File: config.mk
export PLATFORM = sky130hd
export DESIGN_NAME = audio_sequencer
export DESIGN_NICKNAME = d
export VERILOG_FILES = /design/src/rtl/audio_sequencer.sv
export SDC_FILE = /design/constraint.sdc
export NUM_CORES = 1
export LEC_CHECK = 0
export CAP_MARGIN = 20
export CORE_ASPECT_RATIO = 1.2
export CORE_MARGIN = 2
export CORE_UTILIZATION = 25
export CTS_CLUSTER_SIZE = 14
export DETAILED_ROUTE_END_ITERATION = 6
export GPL_ROUTABILITY_DRIVEN = 0
export PLACE_DENSITY = 0.55
export REMOVE_ABC_BUFFERS = 1
export SYNTH_ARGS = -nofsm -noshare
export SYNTH_HDL_FRONTEND = slang
export SYNTH_SLANG_ARGS = --single-unit
File: constraint.sdc
create_clock -name sysclk -period 2.5 [get_ports sysclk]
set_clock_uncertainty 0.05 [all_clocks]
set_input_delay 0.25 -clock sysclk [delete_from_list [all_inputs] [get_ports sysclk]]
set_output_delay 0.25 -clock sysclk [all_outputs]
set_load 0.1 [all_outputs]
File: src/rtl/audio_sequencer.sv
// Sample-rate sequencer: ticks an ADC conversion, hands the sample to a
// processor, then loads the result into the DAC, with frame timeout and overrun tracking.
module audio_sequencer #(
  parameter int DIV     = 4999,
  parameter int TIMEOUT = 1023
) (
  input  logic       sysclk,
  input  logic       rst_n,
  input  logic       enable,
  input  logic       clear_err,
  input  logic       adc_valid,
  input  logic [9:0] adc_data,
  input  logic       proc_done,
  input  logic [9:0] proc_result,
  output logic       adc_start,
  output logic       proc_start,
  output logic [9:0] proc_data,
  output logic       dac_load,
  output logic [9:0] dac_data,
  output logic       busy,
  output logic       err_timeout,
  output logic [7:0] overrun_cnt
);

  localparam int CW = (DIV > 0) ? $clog2(DIV + 1) : 1;
  localparam int TW = (TIMEOUT > 1) ? $clog2(TIMEOUT + 1) : 1;
  localparam logic [CW-1:0] CNT_TOP = CW'(DIV);
  localparam logic [TW-1:0] T_LAST  = TW'(TIMEOUT - 1);

  typedef enum logic [1:0] {IDLE, START, CONV, PROC} state_t;

  state_t        state_q, state_d;
  logic [CW-1:0] cnt_q, cnt_d;
  logic [TW-1:0] timer_q, timer_d;
  logic [9:0]    proc_data_q, proc_data_d;
  logic [9:0]    dac_data_q, dac_data_d;
  logic          adc_start_q, adc_start_d;
  logic          proc_start_q, proc_start_d;
  logic          dac_load_q, dac_load_d;
  logic          busy_q, busy_d;
  logic          err_q, err_d;
  logic [7:0]    ovr_q, ovr_d;

  logic          tick;
  logic          expired;
  logic          timeout_ev;
  logic [TW-1:0] timer_inc;

  // The cycle with timer_q == TIMEOUT-1 is the last one a frame may spend
  // in CONV+PROC; a strobe there still wins, otherwise the frame aborts.
  assign expired   = (timer_q >= T_LAST);
  assign timer_inc = expired ? timer_q : timer_q + 1'b1;
  assign tick      = enable && (cnt_q == CNT_TOP);

  always_comb begin
    cnt_d        = cnt_q;
    state_d      = state_q;
    timer_d      = timer_q;
    proc_data_d  = proc_data_q;
    dac_data_d   = dac_data_q;
    adc_start_d  = 1'b0;
    proc_start_d = 1'b0;
    dac_load_d   = 1'b0;
    timeout_ev   = 1'b0;

    if (!enable)   cnt_d = '0;
    else if (tick) cnt_d = '0;
    else           cnt_d = cnt_q + 1'b1;

    case (state_q)
      IDLE: begin
        if (tick) begin
          state_d     = START;
          adc_start_d = 1'b1;
          timer_d     = '0;
        end
      end
      START: state_d = CONV;
      CONV: begin
        if (adc_valid) begin
          proc_data_d  = adc_data;
          proc_start_d = 1'b1;
          state_d      = PROC;
          timer_d      = timer_inc;
        end else if (expired) begin
          timeout_ev = 1'b1;
          state_d    = IDLE;
        end else begin
          timer_d = timer_inc;
        end
      end
      PROC: begin
        if (proc_done) begin
          dac_data_d = proc_result;
          dac_load_d = 1'b1;
          state_d    = IDLE;
          timer_d    = timer_inc;
        end else if (expired) begin
          timeout_ev = 1'b1;
          state_d    = IDLE;
        end else begin
          timer_d = timer_inc;
        end
      end
      default: state_d = IDLE;
    endcase

    busy_d = (state_d != IDLE);

    // A fresh event in the same cycle as clear_err survives the clear.
    err_d = clear_err ? 1'b0 : err_q;
    if (timeout_ev) err_d = 1'b1;
    ovr_d = clear_err ? 8'd0 : ovr_q;
    if (tick && (state_q != IDLE) && (ovr_d != 8'hFF)) ovr_d = ovr_d + 8'd1;
  end

  always_ff @(posedge sysclk) begin
    if (!rst_n) begin
      state_q      <= IDLE;
      cnt_q        <= '0;
      timer_q      <= '0;
      proc_data_q  <= '0;
      dac_data_q   <= '0;
      adc_start_q  <= 1'b0;
      proc_start_q <= 1'b0;
      dac_load_q   <= 1'b0;
      busy_q       <= 1'b0;
      err_q        <= 1'b0;
      ovr_q        <= '0;
    end else begin
      state_q      <= state_d;
      cnt_q        <= cnt_d;
      timer_q      <= timer_d;
      proc_data_q  <= proc_data_d;
      dac_data_q   <= dac_data_d;
      adc_start_q  <= adc_start_d;
      proc_start_q <= proc_start_d;
      dac_load_q   <= dac_load_d;
      busy_q       <= busy_d;
      err_q        <= err_d;
      ovr_q        <= ovr_d;
    end
  end

  assign adc_start   = adc_start_q;
  assign proc_start  = proc_start_q;
  assign proc_data   = proc_data_q;
  assign dac_load    = dac_load_q;
  assign dac_data    = dac_data_q;
  assign busy        = busy_q;
  assign err_timeout = err_q;
  assign overrun_cnt = ovr_q;

endmodule

After elaboration in Yosys (flattened, before gate mapping):

Index checks and enable logic that the tools add are counted.

* bits in registers: 58
* bits of input ports: 26
* output and inout bits: 33

* add/subtract/negate cells: 3
* magnitude comparators: 1
* equality and inequality tests: 6
* mux-type cells: 22
* bitwise logic cells: 2
* reduce and logical (&&, ||, !) cells: 15

Operators by type and width (number)
* 2-to-1 mux 10 bit: 5
* one-hot mux 10 bit (3 select lines): 1
* 2-to-1 mux 8 bit: 2
* adder 13 x 1 -> 13 bit (second input constant): 1
* equality test 13 bit (second input constant): 1
* AND reduction 2 bit: 6
* adder 10 x 1 -> 10 bit (second input constant): 1
* greater-or-equal comparator 10 bit (second input constant): 1
* adder 8 x 1 -> 8 bit (second input constant): 1
* 2-to-1 mux 1 bit: 8
* 2-to-1 mux 2 bit: 4
* != test 8 bit (second input constant): 1
* one-hot mux 2 bit (4 select lines): 1
* nonzero test 2 bit: 3
* equality test 2 bit (second input constant): 2
* logical AND 1 bit: 3
* nonzero test 3 bit: 1
* OR reduction 3 bit: 1
* equality test 2 x 1 -> 1 bit (second input constant): 1
* logical NOT 2 bit: 1
* != test 2 bit (second input constant): 1
* inverter 1 bit: 2
* one-hot mux 1 bit (2 select lines): 1

Depth between registers and ports, before layout:

Gate-level depths: netlist of the first run.

* depth in word-level cells: 5
* mapped depth: 7
* mapped depth without buffers: 6

Least setup slack after synthesis of the first run:

Ideal clock, no wire load.

* kind: register to register
* start: register ovr_q[0] (netlist: overrun_cnt[0])
* end: register ovr_q[4] (netlist: overrun_cnt[4])
* library setup time: 70 ps
* data arrival time: 2448 ps
* path slack: -68 ps
* stages on the path, launching flop included: 7
* buffers on the path: 0
* path through: dfxtp_1 > nor2b_1 > ha_1 > nand3_1 > a311o_1 > or3_2 > a21oi_1

* word-level cells in the longest chain between the ends: 4

Ends and longest elaborated chain
* start: declaration: line 42 `logic [7:0] ovr_q, ovr_d;`
* start signal: assignment: line 141 `ovr_q <= ovr_d;`
* 2-to-1 mux 8 bit *: line 113 `ovr_d = clear_err ? 8'd0 : ovr_q;`
* branches (longest 2 deep; another with adder 8 x 1 -> 8 bit)
* 2-to-1 mux 8 bit *: line 114 `if (tick && (state_q != IDLE) && (ovr_d != 8'hFF)) ovr_d = ovr_d + 8'd1;`

Every way passes the cells marked *.
A chain may end at the register's enable or synchronous reset.

Worst setup path in the final report of the first run:

* start: register cnt_q[5]
* end: register ovr_q[0] (netlist: overrun_cnt[0])

* word-level cells in the longest chain between the ends: 5

Ends and longest elaborated chain
* start: declaration: line 33 `logic [CW-1:0] cnt_q, cnt_d;`
* start signal: assignment: line 132 `cnt_q <= cnt_d;`
* equality test 13 bit: line 53 `assign tick = enable && (cnt_q == CNT_TOP);`
* logical AND 1 bit: line 53
* logical AND 1 bit (2 in series): line 114
* 2-to-1 mux 8 bit: line 114

No other way between the ends.

==> impl_results.md, run 1 <==
* Status: completed
* Die area at 0.0109 mm2
* WHS at ~400 ps
* Synth Flop Type: dfxtp_1
* Detailed Place HPWL at 4580 um
* Net Sw Power at between 400 and 500 uW
* Clock Latency Late Sink at around 320 ps
* Synthesized flop and latch total at 58
* Max Freq at roughly 430 MHz
* Relative slew slack at about half
* Worst path depth at 4
* TritonCTS Buffers at 9
* Register clock-pin slew on the reported worst setup and hold paths at roughly 50 ps
* Critical Path AT at between 2000 and 3000 ps
* Post-synth ARST share at 0%
* Hold Buf Count CTS at 0
* Clk root buf: clkbuf_16
* Worst VDD drop at between 0.3 and 0.4 mV
* Via count at ~2,400
* Final worst setup slack at ~150 ps
* DIE HEIGHT at ~110 um
* Crit path max-delay family: simple AND/OR/NAND/NOR gates
* Sequential-to-total area share from yosys stat at approximately 46%
* H-Tree Depth at 3
* Met2 GRT Util at 18.9%
* Fillers at roughly 1,100
* Cts repair resizes at 0
* Syn Area/Cell at ~8.3 um2
* Fraction of layout cells with a size suffix above 1 at a little under a fifth
* Clock Sinks at slightly below 60
* Initial Utilization at about a quarter
* Die W at 95.8 um
* Nets at approximately 410
* Placement Cell Area at about 0.0032 mm2
* # rows at 40
* First-pass GRT wire length at roughly 10,000 um
* Gr ovfl total at 0
* Cell area after synthesis at about 0.0025 mm2
* WP buf/inv at 0
* Post-route cell area at approximately 0.0035 mm2
* Minimum clock period at between 2000 and 2500 ps
* R2R Path End: overrun_cnt[0]$_SDFF_PN0_
* Most used routing layer: met2
* Ant. Diodes at 0
* Critical Path RT at between 2000 and 3000 ps
* TritonCTS clock tree: yes
* Synth cell types at 52
* Fin crit share at between 90 and 100%
* Largest net degree at the start of global routing at 22
* Clock share of power at 54.8%
* Layout Area Growth over Synthesis at 40.2%
* CP most frequent cell: or4_1
* DRT iter0 DRCs at around 120
* Multi-input gate area at 0.00128 mm2
* Share of power burned in registers at 41.7%
* M3 GR Usage at about 3.9%
* CP Cell Sequence: or4_1, or4_1, or4_1, a21oi_1
* Final core occ at between 30 and 40%
* Initial DRT Pass Iterations at 4
* Worst-Margin Slew at around 720 ps
* Setup violations, final at 0
* FF-to-FF setup slack at between 150 and 200 ps
* Initial antenna violation count at 0
* Total chip power at ~2200 uW
* WL per Instance at approximately 12 um
* DRC viols at 0
* Final slew viol count at 0
* Crit start category: register
* Leak at between 0.001 and 0.0015 uW
* Clock buffer depth at 2
* Kind of critical path: register to register
* Post-synth EDFFs at 0
* Port Buf Inserts at 58
* Synthesis Warnings at 0
* FF-to-FF path depth at 4
* Critical Path Start: cnt_q[5]$_SDFF_PP0_
* Vias per cell at 4.66
* Origin of the critical flop-to-flop path: cnt_q[5]$_SDFF_PP0_
* Post-DRT Antenna Nets at 0
* # Max-Cap Violations at 0
* Min-Delay Path Class: register to register
* Unrepaired setup endpoints after global routing: false
* Final hold violation count at 0
* Crit Path Max Fanout at 11
* Met1 global-route usage at between 10% and 20%
* Vias in the first global route at between 2,000 and 2,500
* Critical Path Sink Type: register
* Most common cell after layout, fill and taps aside: nand2_1
* Slowest-stage cell, CP: or4_1
* PD cells at between 600 and 700 mW/mm2
* Synth Instances at 305
* Pre-CTS setup slack at about 67 ps
* End of the critical path: overrun_cnt[0]$_SDFF_PN0_
* Cell-internal power at about 1800 uW
* Post-CTS Setup Inserts at 0
* Combinational share of power at 3.4%
* Crit-path max cell delay at between 600 and 700 ps
* Routed WL at roughly 6200 um
* FF+latch area at roughly 0.0012 mm2
* Net Sw Frac at between 20% and 30%
* Commonest non-fill, non-tap cells in the layout: nand2_1, dfxtp_1, buf_4
* Core ar. at about 0.0099 mm2
* I/O pins at 59
* GR Util All Layers at a little under an eighth
-- stage by stage --
step / TNS (ps) / cells
floorplan: -126 / 292
global placement: 0 / 491
detailed placement: 0 / 491
CTS: 0 / 507
global route: 0 / 507
finish: 0 / 507
-- cells in the mapped netlist (all sizes together) (2+ instances only) --
cell    number  area share, %
a21oi       27            5.3
and2         2           0.49
buf          2           0.64
clkbuf      11            1.6
dfxtp       58             46
ha           4            2.0
inv          8            1.2
mux2i        4            1.6
nand2       59            8.8
nand2b       2           0.49
nand3       18            3.6
nand4        8            2.0
nor2        27            4.0
nor2b        2           0.49
nor3         4           0.79
nor4         9            2.2
o211ai       3           0.89
o21ai        2           0.40
o31ai        8            2.4
or2          2           0.49
or3          6            1.5
or4          5            1.5
xnor2        8            2.8
xor2         2           0.69
-- flip-flops by register name, indices dropped and copies added, names as in the netlist --
signal / count
timer_q: 10
proc_start: 1
overrun_cnt: 8
dac_data: 10
proc_data: 10
cnt_q: 13
state_q: 2
dac_load: 1
err_timeout: 1
busy: 1
adc_start: 1
-- area by class of cell --
class	instances	area share (%)
clock buffers	10	6.74
clock inverters	6	1.87
inverters	8	0.847
multi-input cells	226	36.1
flip-flops and latches	58	32.8
well taps	126	4.45
repair buffers	73	17.2
-- worst min path at each step --
stage,depth (start not counted),end,slack (ps),from
5_1_grt,2,dac_data[0]$_SDFFE_PN0P_,420,dac_data[0]$_SDFFE_PN0P_
3_5_place_dp,2,dac_data[6]$_SDFFE_PN0P_,400,dac_data[6]$_SDFFE_PN0P_
6_report,2,dac_data[3]$_SDFFE_PN0P_,400,dac_data[3]$_SDFFE_PN0P_
3_3_place_gp,2,proc_data[1]$_SDFFE_PN0P_,390,proc_data[1]$_SDFFE_PN0P_
2_1_floorplan,1,state_q[1]$_SDFF_PN0_,320,rst_n
4_1_cts,2,dac_data[3]$_SDFFE_PN0P_,410,dac_data[3]$_SDFFE_PN0P_
-- tightest hold or removal path, cell delays in order, from the launching register on --
cell and delay (ps):
dfxtp_1 300, nand2_1 50, a21oi_1 50
-- cells by family after synthesis --
kind of cell | count (synthesis) | share of synthesized area, %
AND/OR/NAND/NOR | 152 | 29.1
flip-flops | 58 | 45.9
AO/OA/AOI/OAI | 56 | 14.5
buffers and inverters | 21 | 3.46
XOR/XNOR | 10 | 3.46
multiplexers | 4 | 1.58
adder cells (fa/ha/maj) | 4 | 1.98
-- layer usage --
metal	up-vias	part of all wire (%)	wire, um
met5	-	0	0
met2	43	48	2960
met1	1081	46	2880
met3	7	4.8	298
li1	1230	-	-
met4	0	1.4	87
-- power by group through the flow --
stage | combinational (uW) | sequential (uW) | clock, uW
finish | 76.5 | 929 | 1220
global route | 82.6 | 928 | 1300
CTS | 77.1 | 928 | 1260
detailed placement | 76.3 | 948 | 0
global placement | 77.3 | 948 | 0
floorplan | 17.5 | 948 | 0
(Power assumes the default switching activity.)
==> run 2, diff against run 1 <==
- CORE_MARGIN: 2 -> unset
- CTS_CLUSTER_DIAMETER: unset -> 50
==> run 2 against run 1 <==
- clock power about the same
- worst setup slack improved by 38 ps
- final area decreased by 0.56%
- clock-buffer cell count unchanged
- fmax increased by 1.7%
- hold slack improved by 0.87 ps
- critical endpoint unchanged
==> impl_results.md, run 2 (synthesis gave the netlist of run 1 again) <==
* Commonest non-fill, non-tap cells in the layout: nand2_1, dfxtp_1, buf_4
* Final hold violation count at 0 (unchanged)
* Max Freq at 434 MHz (+1.7%)
* Leak at 0.00128 uW (-0.19%)
* Min-Delay Path Class: register to register
* H-Tree Depth at 3 (unchanged)
* Crit Path Max Fanout at 10 (-1)
* Register clock-pin slew on the reported worst setup and hold paths at 60 ps (about the same)
* Critical Path Sink Type: register
* Largest net degree at the start of global routing at 21 (-4.5%)
* Kind of critical path: register to register
* Detailed Place HPWL at 4380 um (-4.3%)
* Die area at 0.0105 mm2 (-3.8%)
* Nets at 404 (-0.49%)
* Vias in the first global route at 2,238 (+0.54%)
* Crit start category: register
* Ant. Diodes at 0 (unchanged)
* Fraction of layout cells with a size suffix above 1 at 17.9% (-0.43 points)
* Pre-CTS setup slack at 90.4 ps (+23.7 ps)
* Die W at 93.8 um (-2.1%)
* Clock buffer depth at 2 (unchanged)
* Via count at 2,398 (+1.6%)
* GR Util All Layers at 12.0% (+0.093 points)
* Max reg flops at 13 (unchanged)
* TritonCTS clock tree: yes
* Relative slew slack at 50.3% (-1.6 points)
* Clk root buf: clkbuf_16
* Initial Utilization at 26.2% (+0.65 points)
* First-pass GRT wire length at 10,100 um (-1.3%)
* Vias per cell at 4.78 (+2.6%)
* Final worst setup slack at 193 ps (+38.3 ps)
* Most common cell after layout, fill and taps aside: nand2_1
* Fin crit share at 92.3% (-1.5 points)
* Minimum clock period at 2310 ps (-38.3 ps)
* Worst VDD drop at 0.296 mV (-20%)
* Clock Sinks at 58 (unchanged)
* Gr ovfl total at 0 (unchanged)
* TritonCTS Buffers at 9 (unchanged)
* Status: completed
* Initial antenna violation count at 0 (unchanged)
* DIE HEIGHT at 112 um (-1.8%)
* # rows at 39 (-2.5%)
* Unrepaired setup endpoints after global routing: false
* DRT iter0 DRCs at 142 (+16%)
* PD cells at 632 mW/mm2 (+0.78%)
* DRC viols at 0 (unchanged)
* I/O pins at 59 (unchanged)
* Routed WL at 6150 um (-1.2%)
* Top reg by flops: cnt_q
* Critical Path RT at 2710 ps (about the same)
* Critical Path AT at 2510 ps (-30 ps)
* Hold Buf Count CTS at 0 (unchanged)
* Worst-Margin Slew at 743 ps (+24.0 ps)
* Placement Cell Area at 0.00322 mm2 (-0.58%)
* Clock Latency Late Sink at 320 ps (about the same)
* Core ar. at 0.00966 mm2 (-2.5%)
* Layout Area Growth over Synthesis at 39.4%
* Setup violations, final at 0 (unchanged)
* Final core occ at 36.5% (+0.71 points)
* Post-DRT Antenna Nets at 0 (unchanged)
* Port Buf Inserts at 58 (unchanged)
* Post-CTS Setup Inserts at 0 (unchanged)
* Final slew viol count at 0 (unchanged)
* # Max-Cap Violations at 0 (unchanged)
* Cts repair resizes at 0 (unchanged)
* Initial DRT Pass Iterations at 4 (unchanged)
* WL per Instance at 12.2 um (-0.25%)
* Post-route cell area at 0.00352 mm2 (-0.56%)
## run 2: routing by layer
metal | global-route usage [%] | routed length, um | share of wire [%] | vias to the layer above
met4 | 4.00 | 37 | 0.60 | 0
li1 | - | - | - | 1234
met3 | 4.00 | 364 | 5.9 | 5
met2 | 19.9 | 2870 | 47 | 57
met5 | 0 | 0 | 0 | -
met1 | 14.5 | 2870 | 47 | 1102
## run 2: worst max-delay path, cell delays in order (launching register included)
cell and delay [ps]:
dfxtp_1 320, or4_1 580, or4_1 440, buf_4 200
or4_1 500, a21oi_1 150
## run 2: path summary, 6_finish.rpt
path | start | end | slack, ps | cells after the start
worst max-delay path | cnt_q[5]$_SDFF_PP0_ | overrun_cnt[0]$_SDFF_PN0_ | 190 | 5
worst max register to register | cnt_q[5]$_SDFF_PP0_ | overrun_cnt[0]$_SDFF_PN0_ | 190 | 5
worst min-delay path | proc_data[4]$_SDFFE_PN0P_ | proc_data[4]$_SDFFE_PN0P_ | 400 | 2
worst min register to register | proc_data[4]$_SDFFE_PN0P_ | proc_data[4]$_SDFFE_PN0P_ | 400 | 2
## run 2: cell type report
| class | instances | area, um2 |
|---|---|---|
| clock buffers | 10 | 239 |
| clock inverters | 6 | 65.1 |
| fillers | 990 | 6140 |
| inverters | 8 | 30.0 |
| multi-input cells | 226 | 1280 |
| flip-flops and latches | 58 | 1160 |
| well taps | 123 | 154 |
| repair buffers | 71 | 596 |
## run 2: where the power goes
part | total [uW] | switching (uW) | leakage, uW | internal, uW
clock | 1220 | 426 | 0.000149 | 798
combinational | 77.1 | 32.7 | 0.000662 | 44.4
sequential | 928 | 1.01 | 0.000467 | 927
## run 2: stage by stage
stage	setup TNS, ps	hold slack, ps	total power (uW)	instances
4_1_cts	0	405	2270	502
3_5_place_dp	0	398	1030	486
5_1_grt	0	424	2320	502
6_report	0	405	2230	502
3_3_place_gp	0	395	1020	486
2_1_floorplan	-126	322	965	292
==> run 3, diff against run 2 <==
- RECOVER_POWER: unset -> 50
==> run 3 against run 2 <==
- sequential power about the same
- global-route usage unchanged
- clock-buffer cell count unchanged
- clock power about the same
- wire length increased by 0.11%
- final cell count unchanged
- sequential cell count unchanged
- first-iteration DRC count decreased by 9.2%
- core utilization decreased by 1.3 points
- largest power group unchanged
- worst setup slack got worse by 5.7 ps
- hold slack got worse by 0.52 ps
- critical path type unchanged
- die area unchanged
==> impl_results.md, run 3 (synthesis gave the netlist of run 1 again) <==
* Status: completed
* DRC viols at 0 (unchanged)
* Cts repair resizes at 0 (unchanged)
* Minimum clock period at 2310 ps (+5.74 ps)
* Initial antenna violation count at 0 (unchanged)
* WHS at 404 ps (-0.518 ps)
* Critical Path Sink Type: register
* Initial Utilization at 26.2% (unchanged)
* Post-CTS Setup Inserts at 0 (unchanged)
* Commonest non-fill, non-tap cells in the layout: nand2_1, dfxtp_1, clkbuf_1
* Die W at 93.8 um (unchanged)
* Critical Path RT at 2700 ps (about the same)
* Max reg flops at 13 (unchanged)
* Register clock-pin slew on the reported worst setup and hold paths at 60 ps (about the same)
* Kind of critical path: register to register
* Cell-internal power at 1770 uW (about the same)
* Relative slew slack at 21.1% (-29 points)
* Clock Latency Late Sink at 320 ps (about the same)
* R2R Path End: overrun_cnt[0]$_SDFF_PN0_
* Fraction of layout cells with a size suffix above 1 at 8.71% (-9.2 points)
* Largest net degree at the start of global routing at 21 (unchanged)
* # Max-Cap Violations at 0 (unchanged)
* I/O pins at 59 (unchanged)
* H-Tree Depth at 3 (unchanged)
* Routed WL at 6160 um (+0.11%)
* Worst Hold Launch: proc_data[9]$_SDFFE_PN0P_
* Ant. Diodes at 0 (unchanged)
* Worst VDD drop at 0.297 mV (+0.12%)
* First-pass GRT wire length at 10,100 um (unchanged)
* Most common cell after layout, fill and taps aside: nand2_1
* Max Freq at 432 MHz (-0.25%)
* Gr ovfl total at 0 (unchanged)
* Clock Sinks at 58 (unchanged)
* Placed cell count at 486 (unchanged)
* Hold Buf Count CTS at 0 (unchanged)
* Worst hold endpoint: proc_data[9]$_SDFFE_PN0P_
* Unrepaired setup endpoints after global routing: false
* Clk root buf: clkbuf_16
* Origin of the critical flop-to-flop path: cnt_q[5]$_SDFF_PP0_
* WL per Instance at 12.3 um (+0.11%)
* Clock share of power at 55.0% (about the same)
* Min-Delay Path Class: register to register
* Detailed Place HPWL at 4380 um (unchanged)
* Post-DRT Antenna Nets at 0 (unchanged)
* DIE HEIGHT at 112 um (unchanged)
* TritonCTS Buffers at 9 (unchanged)
* FF-to-FF path depth at 5 (unchanged)
* Net Sw Frac at 20.6% (about the same)
* Net Sw Power at 460 uW (about the same)
* Combinational share of power at 3.4% (about the same)
* DRT iter0 DRCs at 129 (-9.2%)
* Share of power burned in registers at 41.6% (about the same)
* Worst-Margin Slew at 1190 ps (+447 ps)
* GR Util All Layers at 12.0% (unchanged)
* Vias per cell at 4.76 (-0.42%)
* Leak at 0.00113 uW (-11%)
* Via count at 2,388 (-0.42%)
* Crit Path Max Fanout at 10 (unchanged)
* # rows at 39 (unchanged)
* Layout Area Growth over Synthesis at 34.3%
* Critical Path AT at 2510 ps (about the same)
* Layout Cells excl Fill at 502 (unchanged)
* Port Buf Inserts at 58 (unchanged)
* Nets at 404 (unchanged)
* Top reg by flops: cnt_q
* FF-to-FF setup slack at 190 ps (about the same)
* Setup TNS at 0 ps (unchanged)
* Clock buffer depth at 2 (unchanged)
* Vias in the first global route at 2,238 (unchanged)
* Initial DRT Pass Iterations at 6 (+2)
* Final slew viol count at 0 (unchanged)
* Crit start category: register
* Core ar. at 0.00966 mm2 (unchanged)
* Final core occ at 35.2% (-1.3 points)
* Final hold violation count at 0 (unchanged)
* Fin crit share at 92.5% (+0.23 points)
* PD cells at 656 mW/mm2 (+3.7%)
* Setup violations, final at 0 (unchanged)
* Hold Path Depth at 2 (unchanged)
* TritonCTS clock tree: yes
* Die area at 0.0105 mm2 (unchanged)
[run 3: metal layers]
metal | global-route usage [%] | share of wire [%] | routed length [um]
met4 | 4.00 | 0.99 | 61
met5 | 0 | 0 | 0
met3 | 4.00 | 5.8 | 357
met2 | 19.9 | 46 | 2830
met1 | 14.5 | 47 | 2900
[run 3: worst max-delay path by stage]
stage,startpoint,endpoint
6_report,cnt_q[5]$_SDFF_PP0_,overrun_cnt[0]$_SDFF_PN0_
5_1_grt,cnt_q[5]$_SDFF_PP0_,overrun_cnt[0]$_SDFF_PN0_
4_1_cts,cnt_q[5]$_SDFF_PP0_,overrun_cnt[0]$_SDFF_PN0_
3_5_place_dp,enable,overrun_cnt[0]$_SDFF_PN0_
3_3_place_gp,enable,overrun_cnt[0]$_SDFF_PN0_
2_1_floorplan,overrun_cnt[0]$_SDFF_PN0_,overrun_cnt[4]$_SDFF_PN0_
[run 3: final cells by class]
| type | count | area, um2 |
|---|---|---|
| Fill cell | 1028 | 6260 |
| Inverter | 8 | 30.0 |
| Multi-Input combinational cell | 226 | 1280 |
| Sequential cell | 58 | 1160 |
| Clock buffer | 10 | 239 |
| Timing Repair Buffer | 71 | 468 |
| Clock inverter | 6 | 65.1 |
| Tap cell | 123 | 154 |
[run 3: stage by stage]
stage          power (uW)  worst slack, ps  area [um2]
2_1_floorplan         965            -68.2        2470
3_3_place_gp         1020              121        3220
3_5_place_dp         1030             90.4        3220
4_1_cts              2270              199        3520
5_1_grt              2320             75.0        3400
6_report             2230              188        3400
[run 3: critical path: stages (launching register included)]
cell     delay [ps]
dfxtp_1         320
or4_1           580
or4_1           440
buf_4           200
or4_1           500
a21oi_1         150
[run 3: power groups by stage]
stage	clock [uW]	sequential (uW)	combinational, uW
2_1_floorplan	0	948	17.5
3_3_place_gp	0	947	77.7
3_5_place_dp	0	947	77.7
4_1_cts	1270	927	78.4
5_1_grt	1310	927	83.4
6_report	1220	928	75.7
==> variant 1, RTL diff (flow settings as in run 1) <==
Re-encode `state_t` (4 states) as one-hot, 4 bits wide.
--- a/src/rtl/audio_sequencer.sv
+++ b/src/rtl/audio_sequencer.sv
@@ -27,7 +27,7 @@
   localparam logic [CW-1:0] CNT_TOP = CW'(DIV);
   localparam logic [TW-1:0] T_LAST  = TW'(TIMEOUT - 1);
 
-  typedef enum logic [1:0] {IDLE, START, CONV, PROC} state_t;
+  typedef enum logic [3:0] {IDLE = 4'b0001, START = 4'b0010, CONV = 4'b0100, PROC = 4'b1000} state_t;
 
   state_t        state_q, state_d;
   logic [CW-1:0] cnt_q, cnt_d;
Behaviour: no difference found for any inputs over 10 cycles, from zero or initial values and one cycle with rst_n low; not proved beyond that.
==> variant 1 against run 1 <==
Setup slack better by 210 ps; clock power rose by 3%; total power grew 2.7%; count of clock-buffer cells in the layout grew 4; area after synthesis up 5.3%; core utilization down 1.3 points; die area grew 5.1%; non-clock buffer count is 9 lower; synthesized cell count down 3.9%; routed wire length shrank 4.7%; cell area is 1.7% higher; sequential cell count is 2 higher; critical path depth grew 3.
==> variant 1: results (changes against run 1) <==
yosysUniqueCellTypes: 51  # was 52
cts-htree-levels: 3  # unchanged
ys_seq_area_share_pct: 45.09  # was 45.92%
cts_buffer_depth: 2  # unchanged
clkTransAtPathRegs_ps: 50  # about the same
ir_drop_mv: 0.2392  # was 0.3724 mV
synthCells: 293  # was 305
startpoint: "timer_q[0]"  # was cnt_q[5]
insertion_delay_ps: 320  # about the same
top_register: "cnt_q"  # unchanged
path_max_fanout: 8  # was 11
drt_pass1_iterations: 4  # unchanged
grt_pass1_wl_mm: 9.832  # was 10.23 mm
r2r_slack_ps: 360  # was 150 ps
p_leak_nw: 1.435  # was 1.280 nW
vias: 2241  # was 2,361
largest_register_ffs: 13  # unchanged
status: "complete, no violations"  # unchanged
drt_iter0_markers: 87  # was 122
io_buffers: 58  # unchanged
worstPathArrival_ps: 2280  # was 2540 ps
r2r-start: "timer_q[0]"  # was cnt_q[5]
antennaDiodeCount: 0  # unchanged
synth_warnings: 0  # unchanged
post_cts_buffers: 0  # unchanged
cts-root-buf: "clkbuf_16"  # unchanged
synth_area_leaders: "dfxtp_1 45%, nor2_1 7.0%, mux2i_1 4.5%"  # was dfxtp_1 46%, nand2_1 8.8%, a21oi_1 5.3%
yosys-top-cells-count: "60 x dfxtp_1, 50 x nor2_1, 29 x nand2_1"  # was 59 x nand2_1, 58 x dfxtp_1, 27 x a21oi_1, 27 x nor2_1, 18 x nand3_1
grt_usage_pct: 10.84  # was 11.93%
wirelength_mm: 5.932  # was 6.226 mm
stdcell_count: 488  # was 507
hold_class: "reg2reg"  # unchanged
slew-limit-headroom_pct: 59.97  # was 51.91%
nets: 385  # was 406
antenna_found_initial: 0  # unchanged
dp_hpwl_mm: 4.302  # was 4.580 mm
hold_start: "dac_data[2]"  # was dac_data[3]
cts_made_buffers: 9  # unchanged
synthArstFlopShare_pct: 0  # unchanged
cts_resized: 0  # unchanged
synthFlopType: "dfxtp_1"  # unchanged
drive_gt1_share_pct: 18.38  # was 18.37%
grt_max_degree: 24  # was 22
grt_pass1_vias: 2093  # was 2,226
dp.cells: 473  # was 491
variant 1: cell types whose count changed after synthesis, sizes merged, moves of 6 or more:
cell | run 1 | this run
xor2 | 2 | 10
a21oi | 27 | 13
and3 | 1 | 7
nand2 | 59 | 29
mux2i | 4 | 12
o31ai | 8 | 1
nor2 | 27 | 51
variant 1: report_power, final:
part | internal, mW | switching (mW)
logic | 0.0415 | 0.0276
registers | 0.959 | 0.00139
clock network | 0.847 | 0.408
variant 1: metrics by stage:
step	hold WS, ps	worst slack, ps	total power, mW	area [um^2]
after floorplan	317.5	252.2	0.9948	2597
after global placement	392.3	301.1	1.050	3302
after detailed placement	399.0	260.8	1.050	3302
after CTS	408.6	340.4	2.328	3606
after global routing	425.3	152.4	2.371	3606
final	404.6	361.6	2.285	3606
variant 1: final timing paths:
check | cells after the start | end
worst max-delay path | 7 | timer_q[2]
worst min-delay path | 2 | dac_data[2]
worst max register to register | 7 | timer_q[2]
worst min register to register | 2 | dac_data[2]
variant 1: critical path, cell delays in order (launching register included):
cell,delay [ps]
dfxtp_1,440
inv_1,70
ha_1,200
o21ai_0,360
nor4_4,150
a211oi_2,480
a21bo_2,210
a21oi_1,50
variant 1: cells by family (layout without fill, tap and decap cells):
group	Yosys count	in the layout	synth area share, %
adder cells (fa/ha/maj)	4	4	1.879
AND/OR/NAND/NOR	141	141	27.90
AO/OA/AOI/OAI	32	32	9.441
XOR/XNOR	23	23	7.562
multiplexers	12	12	4.509
buffers and inverters	21	87	3.617
flip-flops	60	60	45.09
variant 1: final cells by class:
class                      instances  area, um^2
clock buffer                      14       274.0
clock inverter                     1       30.03
fill                            1094        6859
inverter                           8       30.03
multi-input combinational        212        1366
sequential                        60        1201
tap                              129       161.4
timing repair buffer              64       543.0
variant 1: layer usage:
layer  vias to the layer above  global-route usage, %  wire [um]
met5                         -                      0          0
met4                         0                  5.205        112
met3                         7                  3.682        348
met2                        55                  17.63       2795
met1                      1047                  13.00       2675
li1                       1132                      -          -
==> variant 2, RTL diff (settings of run 1) <==
Without the edit above. Change the parameter `TIMEOUT` from 1023 to 2046.
--- a/src/rtl/audio_sequencer.sv
+++ b/src/rtl/audio_sequencer.sv
@@ -2,7 +2,7 @@
 // processor, then loads the result into the DAC, with frame timeout and overrun tracking.
 module audio_sequencer #(
   parameter int DIV     = 4999,
-  parameter int TIMEOUT = 1023
+  parameter int TIMEOUT = 2046
 ) (
   input  logic       sysclk,
   input  logic       rst_n,
Formal check against the unedited RTL: no difference found for any inputs over 10 cycles, from zero or initial values and one cycle with rst_n low; that may be too few to reach the edited logic, so the function may still have changed.
==> variant 2 against run 1 <==
Total power grew 0.42%; critical endpoint is now overrun_cnt[7]; highest routed layer unchanged; first-iteration DRC count is 2.5% higher; sequential cell count rose by 1; synthesized cell count stayed put; routed wire length rose by 1.2%; combinational power is 0.5% lower; largest power group unchanged; critical path type is now in2reg; cell area grew 1.6%; area after synthesis grew 4.8%; setup slack gained 240 ps.
==> variant 2: results (changes against run 1) <==
stdcell_area_um2: 3601  # was 3545 um^2
clockBufferCount: 13  # was 10
sh_seq_area_pct: 32.80  # was 32.76%
grt_pass1_wl_mm: 10.41  # was 10.23 mm
wl_met1_mm: 3.025  # was 2.877 mm
p_leak_nw: 1.311  # was 1.280 nW
pg_seq_uw: 945  # was 929 uW
holdPathEnd: "cnt_q[0]"  # was dac_data[3]
n_all_inverters: 4  # was 8
drive_gt1_share_pct: 17.30  # was 18.37%
r2r_end: "overrun_cnt[7]"  # was overrun_cnt[0]
startpoint: "clear_err"  # was cnt_q[5]
grt_pass1_vias: 2199  # was 2,226
stdcell_count: 499  # was 507
final-nonclk-buf-share_pct: 15.50  # was 17.23%
worstPathArrival_ps: 2300  # was 2540 ps
p_total_mw: 2.234  # was 2.224 mW
path_max_fanout: 6  # was 11
dp.cells: 484  # was 491
slowest_stage: "clkdlybuf4s50_1"  # was or4_1
grt_max_degree: 26  # was 22
clkPwrFrac_pct: 54.3  # was 54.8%
status: "complete, no violations"  # unchanged
met1_usage_pct: 13.67  # was 14.42%
r2r-start: "cnt_q[0]"  # was cnt_q[5]
met3_usage_pct: 3.682  # was 3.950%
slowest_delay_ps: 480  # was 610 ps
pre_cts_slack_ps: 80.43  # was 66.66 ps
-- variant 2: changes by cell type after synthesis, moves of 5 or more --
cell            run 1  this run
and3_1              1         6
o31ai_1             8         3
a21oi_1            27        32
nand2_1            59        52
nor4_1              9         2
and4_1              1         7
nor2_1             27        21
-- variant 2: how the worst max path moves through the flow --
stage                           to  slack (ps)
floorplan           overrun_cnt[5]         120
global placement    overrun_cnt[7]         150
CTS                 overrun_cnt[7]         410
detailed placement  overrun_cnt[7]          80
finish              overrun_cnt[7]         390
global route        overrun_cnt[7]         330
-- variant 2: kinds of logic (layout without fill, tap and decap cells) --
| kind of cell | count (synthesis) | count (layout) | synth area share [%] |
|---|---|---|---|
| muxes | 2 | 2 | 0.7551 |
| xor gates and xnor gates | 12 | 12 | 3.964 |
| buffers and inverters | 20 | 85 | 3.020 |
| and+or+nand+nor | 143 | 143 | 28.69 |
| DFF | 59 | 59 | 44.55 |
| adders and majority gates | 4 | 4 | 1.888 |
| AOI/OAI and AO/OA | 65 | 65 | 17.13 |
